[src/rtl/io_stream_write_array.sv]
`default_nettype none
// ============================================================================
// Module   : io_stream_write_array
// Purpose  : Streams a contiguous array region out, one word per cycle,
//            through a 2-entry FIFO that absorbs read latency and backpressure.
// Revision : 1.0  initial release
// ============================================================================
module io_stream_write_array #(
    parameter int intN  = 8,
    parameter int addrN = 8
) (
    input  logic             clk,
    input  logic             nrst,
    input  logic             in_valid,
    output logic             in_ready,
    output logic             out_valid,
    input  logic             out_ready,
    input  logic [addrN-1:0] base,
    input  logic [addrN:0]   len,
    output logic [addrN-1:0] arr_addr,
    output logic             arr_we,
    output logic [intN-1:0]  arr_di,
    output logic             arr_valid,
    input  logic             arr_ready,
    input  logic [intN-1:0]  arr_do,
    output logic [intN-1:0]  sOut,
    output logic             sOut_valid,
    input  logic             sOut_ready
);

    typedef enum logic [1:0] {
        S_IDLE = 2'd0,
        S_RUN  = 2'd1,
        S_DONE = 2'd2
    } state_t;

    state_t            r_state;
    state_t            w_state_next;

    logic [addrN-1:0]  r_addr;
    logic [addrN:0]    r_remaining;
    logic [addrN:0]    r_len;
    logic [addrN:0]    r_sent;
    logic              r_inflight;

    logic [intN-1:0]   r_mem [0:1];
    logic              r_wr_ptr;
    logic              r_rd_ptr;
    logic [1:0]        r_count;

    logic              w_push;
    logic              w_pop;
    logic              w_start;
    logic              w_issue;
    logic              w_accept;
    logic [2:0]        w_used;
    logic [2:0]        w_cap;
    logic [addrN:0]    w_sent_inc;

    assign w_start    = (r_state == S_IDLE) && in_valid;
    assign w_push     = r_inflight;
    assign sOut_valid = (r_count != 2'd0);
    assign sOut       = r_mem[r_rd_ptr];
    assign w_pop      = sOut_valid && sOut_ready;
    assign w_sent_inc = r_sent + {{addrN{1'b0}}, 1'b1};

    // A beat leaving the FIFO this cycle frees its slot for a read issued now,
    // which is what sustains one element per cycle.
    assign w_used   = {1'b0, r_count} + {2'b00, r_inflight};
    assign w_cap    = 3'd2 + {2'b00, w_pop};
    assign w_issue  = (r_state == S_RUN) && (r_remaining != '0) && (w_used < w_cap);
    assign w_accept = w_issue && arr_ready;

    assign arr_valid = w_issue;
    assign arr_addr  = r_addr;
    assign arr_we    = 1'b0;
    assign arr_di    = '0;
    assign in_ready  = (r_state == S_IDLE);
    assign out_valid = (r_state == S_DONE);

    always_comb begin
        w_state_next = r_state;
        case (r_state)
            S_IDLE: if (in_valid) w_state_next = (len == '0) ? S_DONE : S_RUN;
            S_RUN:  if (w_pop && (w_sent_inc == r_len)) w_state_next = S_DONE;
            S_DONE: if (out_ready) w_state_next = S_IDLE;
            default: w_state_next = S_IDLE;
        endcase
    end

    always_ff @(posedge clk or negedge nrst) begin
        if (!nrst) begin
            r_state <= S_IDLE;
        end else begin
            r_state <= w_state_next;
        end
    end

    always_ff @(posedge clk or negedge nrst) begin
        if (!nrst) begin
            r_addr      <= '0;
            r_remaining <= '0;
            r_len       <= '0;
            r_sent      <= '0;
            r_inflight  <= 1'b0;
        end else begin
            r_inflight <= w_accept;
            if (w_start) begin
                r_addr      <= base;
                r_remaining <= len;
                r_len       <= len;
                r_sent      <= '0;
            end else begin
                if (w_accept) begin
                    r_addr      <= r_addr + {{(addrN-1){1'b0}}, 1'b1};
                    r_remaining <= r_remaining - {{addrN{1'b0}}, 1'b1};
                end
                if (w_pop) begin
                    r_sent <= w_sent_inc;
                end
            end
        end
    end

    // Read data returns exactly one cycle after acceptance, straight into the tail.
    always_ff @(posedge clk or negedge nrst) begin
        if (!nrst) begin
            for (int i = 0; i < 2; i++) begin
                r_mem[i] <= '0;
            end
            r_wr_ptr <= 1'b0;
            r_rd_ptr <= 1'b0;
            r_count  <= 2'd0;
        end else begin
            if (w_push) begin
                r_mem[r_wr_ptr] <= arr_do;
                r_wr_ptr        <= ~r_wr_ptr;
            end
            if (w_pop) begin
                r_rd_ptr <= ~r_rd_ptr;
            end
            case ({w_push, w_pop})
                2'b10:   r_count <= r_count + 2'd1;
                2'b01:   r_count <= r_count - 2'd1;
                default: r_count <= r_count;
            endcase
        end
    end

    a_no_overflow: assert property (@(posedge clk) disable iff (!nrst)
        !(w_push && !w_pop && (r_count == 2'd2)));

endmodule
`default_nettype wire

[config.mk]
export PLATFORM = sky130hd
export DESIGN_NAME = io_stream_write_array
export DESIGN_NICKNAME = d
export VERILOG_FILES = /design/src/rtl/io_stream_write_array.sv
export SDC_FILE = /design/constraint.sdc
export NUM_CORES = 1
export LEC_CHECK = 0
export CAP_MARGIN = 20
export CORE_ASPECT_RATIO = 1.1
export CORE_MARGIN = 1
export CORE_UTILIZATION = 40
export CTS_BUF_LIST = sky130_fd_sc_hd__clkbuf_4 sky130_fd_sc_hd__clkbuf_8
export DETAILED_ROUTE_END_ITERATION = 10
export SLEW_MARGIN = 20
export SYNTH_ARGS = -nofsm -noshare
export SYNTH_HDL_FRONTEND = slang
export SYNTH_SLANG_ARGS = --single-unit
[constraint.sdc]
create_clock -name clk -period 3.76 [get_ports clk]
set_input_delay 0.564 -clock clk [delete_from_list [all_inputs] [get_ports clk]]
set_output_delay 0.564 -clock clk [all_outputs]
set_load 0.02 [all_outputs]
==> run summary <==
The flow ran to the end, and the final reports show no timing, DRC or antenna violations. Dividing the detail-routed wire length by the instance count gives 14.0 um. For the summed negative setup slack over all endpoints, the log shows 0 ns. The netlist area before placement came out at 0.00312 mm2. The number of buffers and inverters on the critical path is 2. For this design, the sink count on the clock tree is 58. Wires add up to 6.79 mm. By startpoint and endpoint, the worst setup path is classified as flip-flop to output port. The most used flip-flop cell after synthesis is dfrtp_1.

Clock tree synthesis inserted a total of 9 buffers. Dividing total power by cell area gives a power density of 854 mW/mm2. Leaving out fill and tap cells, the most frequent cells in the layout are dfrtp_1 (58), nand2_1 (51), clkdlybuf4s50_1 (49). For the normalized max-slew margin, the log shows 44.6%. Detailed routing inserted a total of 2428 vias.

From synthesis to final layout, the design area changed by 23.9%. Path type of the worst min-delay path: input port to asynchronous set/reset pin. The element type at the critical path start is a flip-flop. The number of DRC markers in iteration 0 was 110; the max-slew violation count was 0. The initial core utilization came out at 41.5%. The internal power is 1.98 mW. The clock arrives with 0.00899 ns of skew. Yosys mapped a number of flops with a built-in enable equal to 0. The leading cell type in the layout, fill and taps excluded is dfrtp_1. In this run, flip-flops and latches consume 35.9% of the power.

For the overall die area, the log shows 0.00816 mm2. In the final layout, the share of cells above drive strength 1 is 14.2%. STA classifies the critical path endpoint as an output port.

Averaged over all synthesized cells, the footprint is 9.66 um2. Once the clock tree was built, the resizer swapped 0 gates to a different size. The region available for standard cell placement spans 0.00751 mm2. The sequential fraction of the synthesis area is 46.5%, and the count of standard-cell rows is 33.

The run gives 0.000353 V as the worst voltage drop across the vdd grid. TritonCTS built the clock tree. Net switching is 40.1% of the power.

Number of detailed-route iterations in the first pass: 4. The first global-routing pass estimated 11.5 mm of wire. The tool flagged a number of max-cap violations equal to 0. The logs give 0 for the number of antenna violations at the first check in global routing and 39 for the pin count of the biggest net entering global routing.

In the routed design, unresolved DRC markers number 0. The critical path goes through inv_1, ha_1, or4b_4, or3_4, and3_1, clkdlybuf4s50_1. The width of the die works out to 86.2 um. The number of global-route vias before repair was 2345; the chip height was 94.6 um. For the critical path arrival, the log shows 2.61 ns. Total grt overflow: 0. The highest net fanout along the worst path was 4.

The startpoint identified for the worst register-to-register timing path is r_remaining[0]$_DFFE_PN0P_. Synthesis produced a netlist whose cell count is 323. The wire-length estimate of the detail-placed layout is 4.96 mm. The number of buffers inserted for hold repair after clock tree synthesis is 0, and the post-synthesis register bit count is 58. For the maximum root-to-sink buffer count, the log shows 2. Clock latency on the worst-skew pair: 0.34 ns. The tools report the number of distinct library cells after synthesis as 51. For the number of warnings reported in the yosys synthesis log, the log shows 0. The run gives 17.1% as the clock network fraction of design power. The run gives 1.32 mW as the net load switching power. The tree is rooted in a clkbuf_8. Among cell families on the critical path, the largest total delay comes from simple AND/OR/NAND/NOR gates. The final layout net count was 411. After layout, the minimum clock period comes to 3.17 ns.

At the end of routability-driven placement, the weighted congestion stood at 0.829. Once detail routing completed, the nets flagged for antenna violations numbered 0. The largest single stage delay on the critical path is 0.54 ns. For flop-to-flop paths, the worst setup slack is 1.29 ns. 0 antenna diodes ended up in the layout. The run gives 315 MHz as the maximum frequency from static timing analysis. In this run the critical register-to-register path is captured at r_remaining[7]$_DFFE_PN0P_. The final number of setup-violating endpoints is 0, and the clock-pin slew reported for the worst setup and hold paths after clock tree synthesis is 0.07 ns. After detailed routing, the number of vias per cell comes to 5.02. The logs give 0 for the number of failing hold endpoints at the final stage and 47.0% for the part of the power in combinational logic.

The endpoint required time on the critical path is 3.20 ns, and the minimum setup slack in the final design is 0.587 ns. Cells fill 51.5% of the core in the end. Global routing used 18.7% of the available tracks. The measured slew at the worst slew-check pin is 0.831 ns, and the number of buffer cells added on primary ports is 50. The pre-CTS worst setup slack was 0.854 ns; the number of fillers in the final layout was 717. In this run the count of I/O pins placed on the die edge is 60. The H-tree depth came out at 3.

For this design, the slowest cell found on the critical path is clkdlybuf4s50_1. The final critical path takes up 84.4% of the cycle. The number of cells on the worst reg-to-reg path is 9. The proportion of register bits with asynchronous set or reset after synthesis works out to 100%.

The static leakage was 1.67 nW. Buffers added to address setup during post-CTS repair amount to 0. Setup repair after global routing left no endpoint under its margin.
-- worst max-delay path by stage --
stage	start	to	slack [ns]	cells after the start
2_1_floorplan	r_remaining[0]$_DFFE_PN0P_	arr_valid	1.48	5
3_3_place_gp	sOut_ready	arr_valid	0.83	5
3_5_place_dp	sOut_ready	arr_valid	0.85	5
4_1_cts	r_remaining[0]$_DFFE_PN0P_	arr_valid	0.56	6
5_1_grt	r_remaining[0]$_DFFE_PN0P_	arr_valid	0.49	6
6_report	r_remaining[0]$_DFFE_PN0P_	arr_valid	0.59	6
-- cells in the mapped netlist, types with 2 or more instances --
| master | instances | share of area (%) |
|---|---|---|
| dfrtp_1 | 58 | 47 |
| nand2_1 | 51 | 6.1 |
| nor2_1 | 33 | 4.0 |
| mux2_2 | 24 | 8.7 |
| xor2_1 | 16 | 4.5 |
| a21oi_1 | 14 | 2.2 |
| o21ai_0 | 11 | 1.8 |
| buf_4 | 10 | 2.4 |
| inv_1 | 10 | 1.2 |
| xnor2_1 | 10 | 2.8 |
| clkbuf_1 | 9 | 1.1 |
| nor3_1 | 9 | 1.4 |
| nand3_1 | 7 | 1.1 |
| ha_1 | 6 | 2.4 |
| o21ai_1 | 5 | 0.80 |
| nand2b_1 | 4 | 0.80 |
| nor4_1 | 4 | 0.80 |
| o311ai_0 | 3 | 0.84 |
| and2_1 | 2 | 0.40 |
| mux2i_1 | 2 | 0.64 |
| nand4_1 | 2 | 0.40 |
| o211ai_1 | 2 | 0.48 |
| o22ai_1 | 2 | 0.40 |
| or2_2 | 2 | 0.40 |
-- metal layers --
layer	up-vias	share of wire (%)	global-route usage, %
li1	1190	-	-
met1	1163	46	24.5
met2	64	48	30.2
met3	11	3.6	2.80
met4	0	2.2	9.17
met5	-	0	0
-- flip-flops by register name (all words and copies together), names as in the netlist, 2 cells and up --
signal / cells
arr_addr: 8
r_count: 2
r_state: 2
r_remaining: 9
r_sent: 9
r_mem: 16
r_len: 9
-- cell families (layout without fill, tap and decap cells) --
group / Yosys count / count (layout) / synth area share, %
simple gates: 127 / 127 / 19.6
flops: 58 / 58 / 46.5
compound gates: 47 / 47 / 9.38
buf+inv: 32 / 80 / 5.41
xor+xnor: 26 / 26 / 7.30
mux: 26 / 26 / 9.30
fa+ha+maj: 6 / 6 / 2.41
other cells: 1 / 9 / 0.120
-- stage by stage --
stage,std cells,hold WS (ns),power [mW],area (um2)
floorplan,331,0.268,2.25,3150
global placement,468,0.476,2.71,3670
detailed placement,468,0.478,2.75,3670
CTS,484,0.344,3.33,3870
global route,484,0.392,3.56,3870
finish,484,0.321,3.30,3870
-- power groups by stage --
stage | sequential (mW) | combinational [mW] | clock (mW)
6_report | 1.19 | 1.55 | 0.565
5_1_grt | 1.23 | 1.72 | 0.612
4_1_cts | 1.18 | 1.56 | 0.585
3_5_place_dp | 1.19 | 1.55 | 0
3_3_place_gp | 1.19 | 1.53 | 0
2_1_floorplan | 1.12 | 1.12 | 0
-- area by class of cell --
| class | count | area (um2) | area share [%] |
|---|---|---|---|
| flip-flops and latches | 58 | 1450 | 37.5 |
| inverters | 11 | 43.8 | 1.13 |
| well taps | 105 | 131 | 3.40 |
| clock inverters | 7 | 68.8 | 1.78 |
| clock buffers | 9 | 124 | 3.20 |
| repair buffers | 53 | 518 | 13.4 |
| multi-input cells | 241 | 1530 | 39.6 |
(Power assumes the default switching activity.)
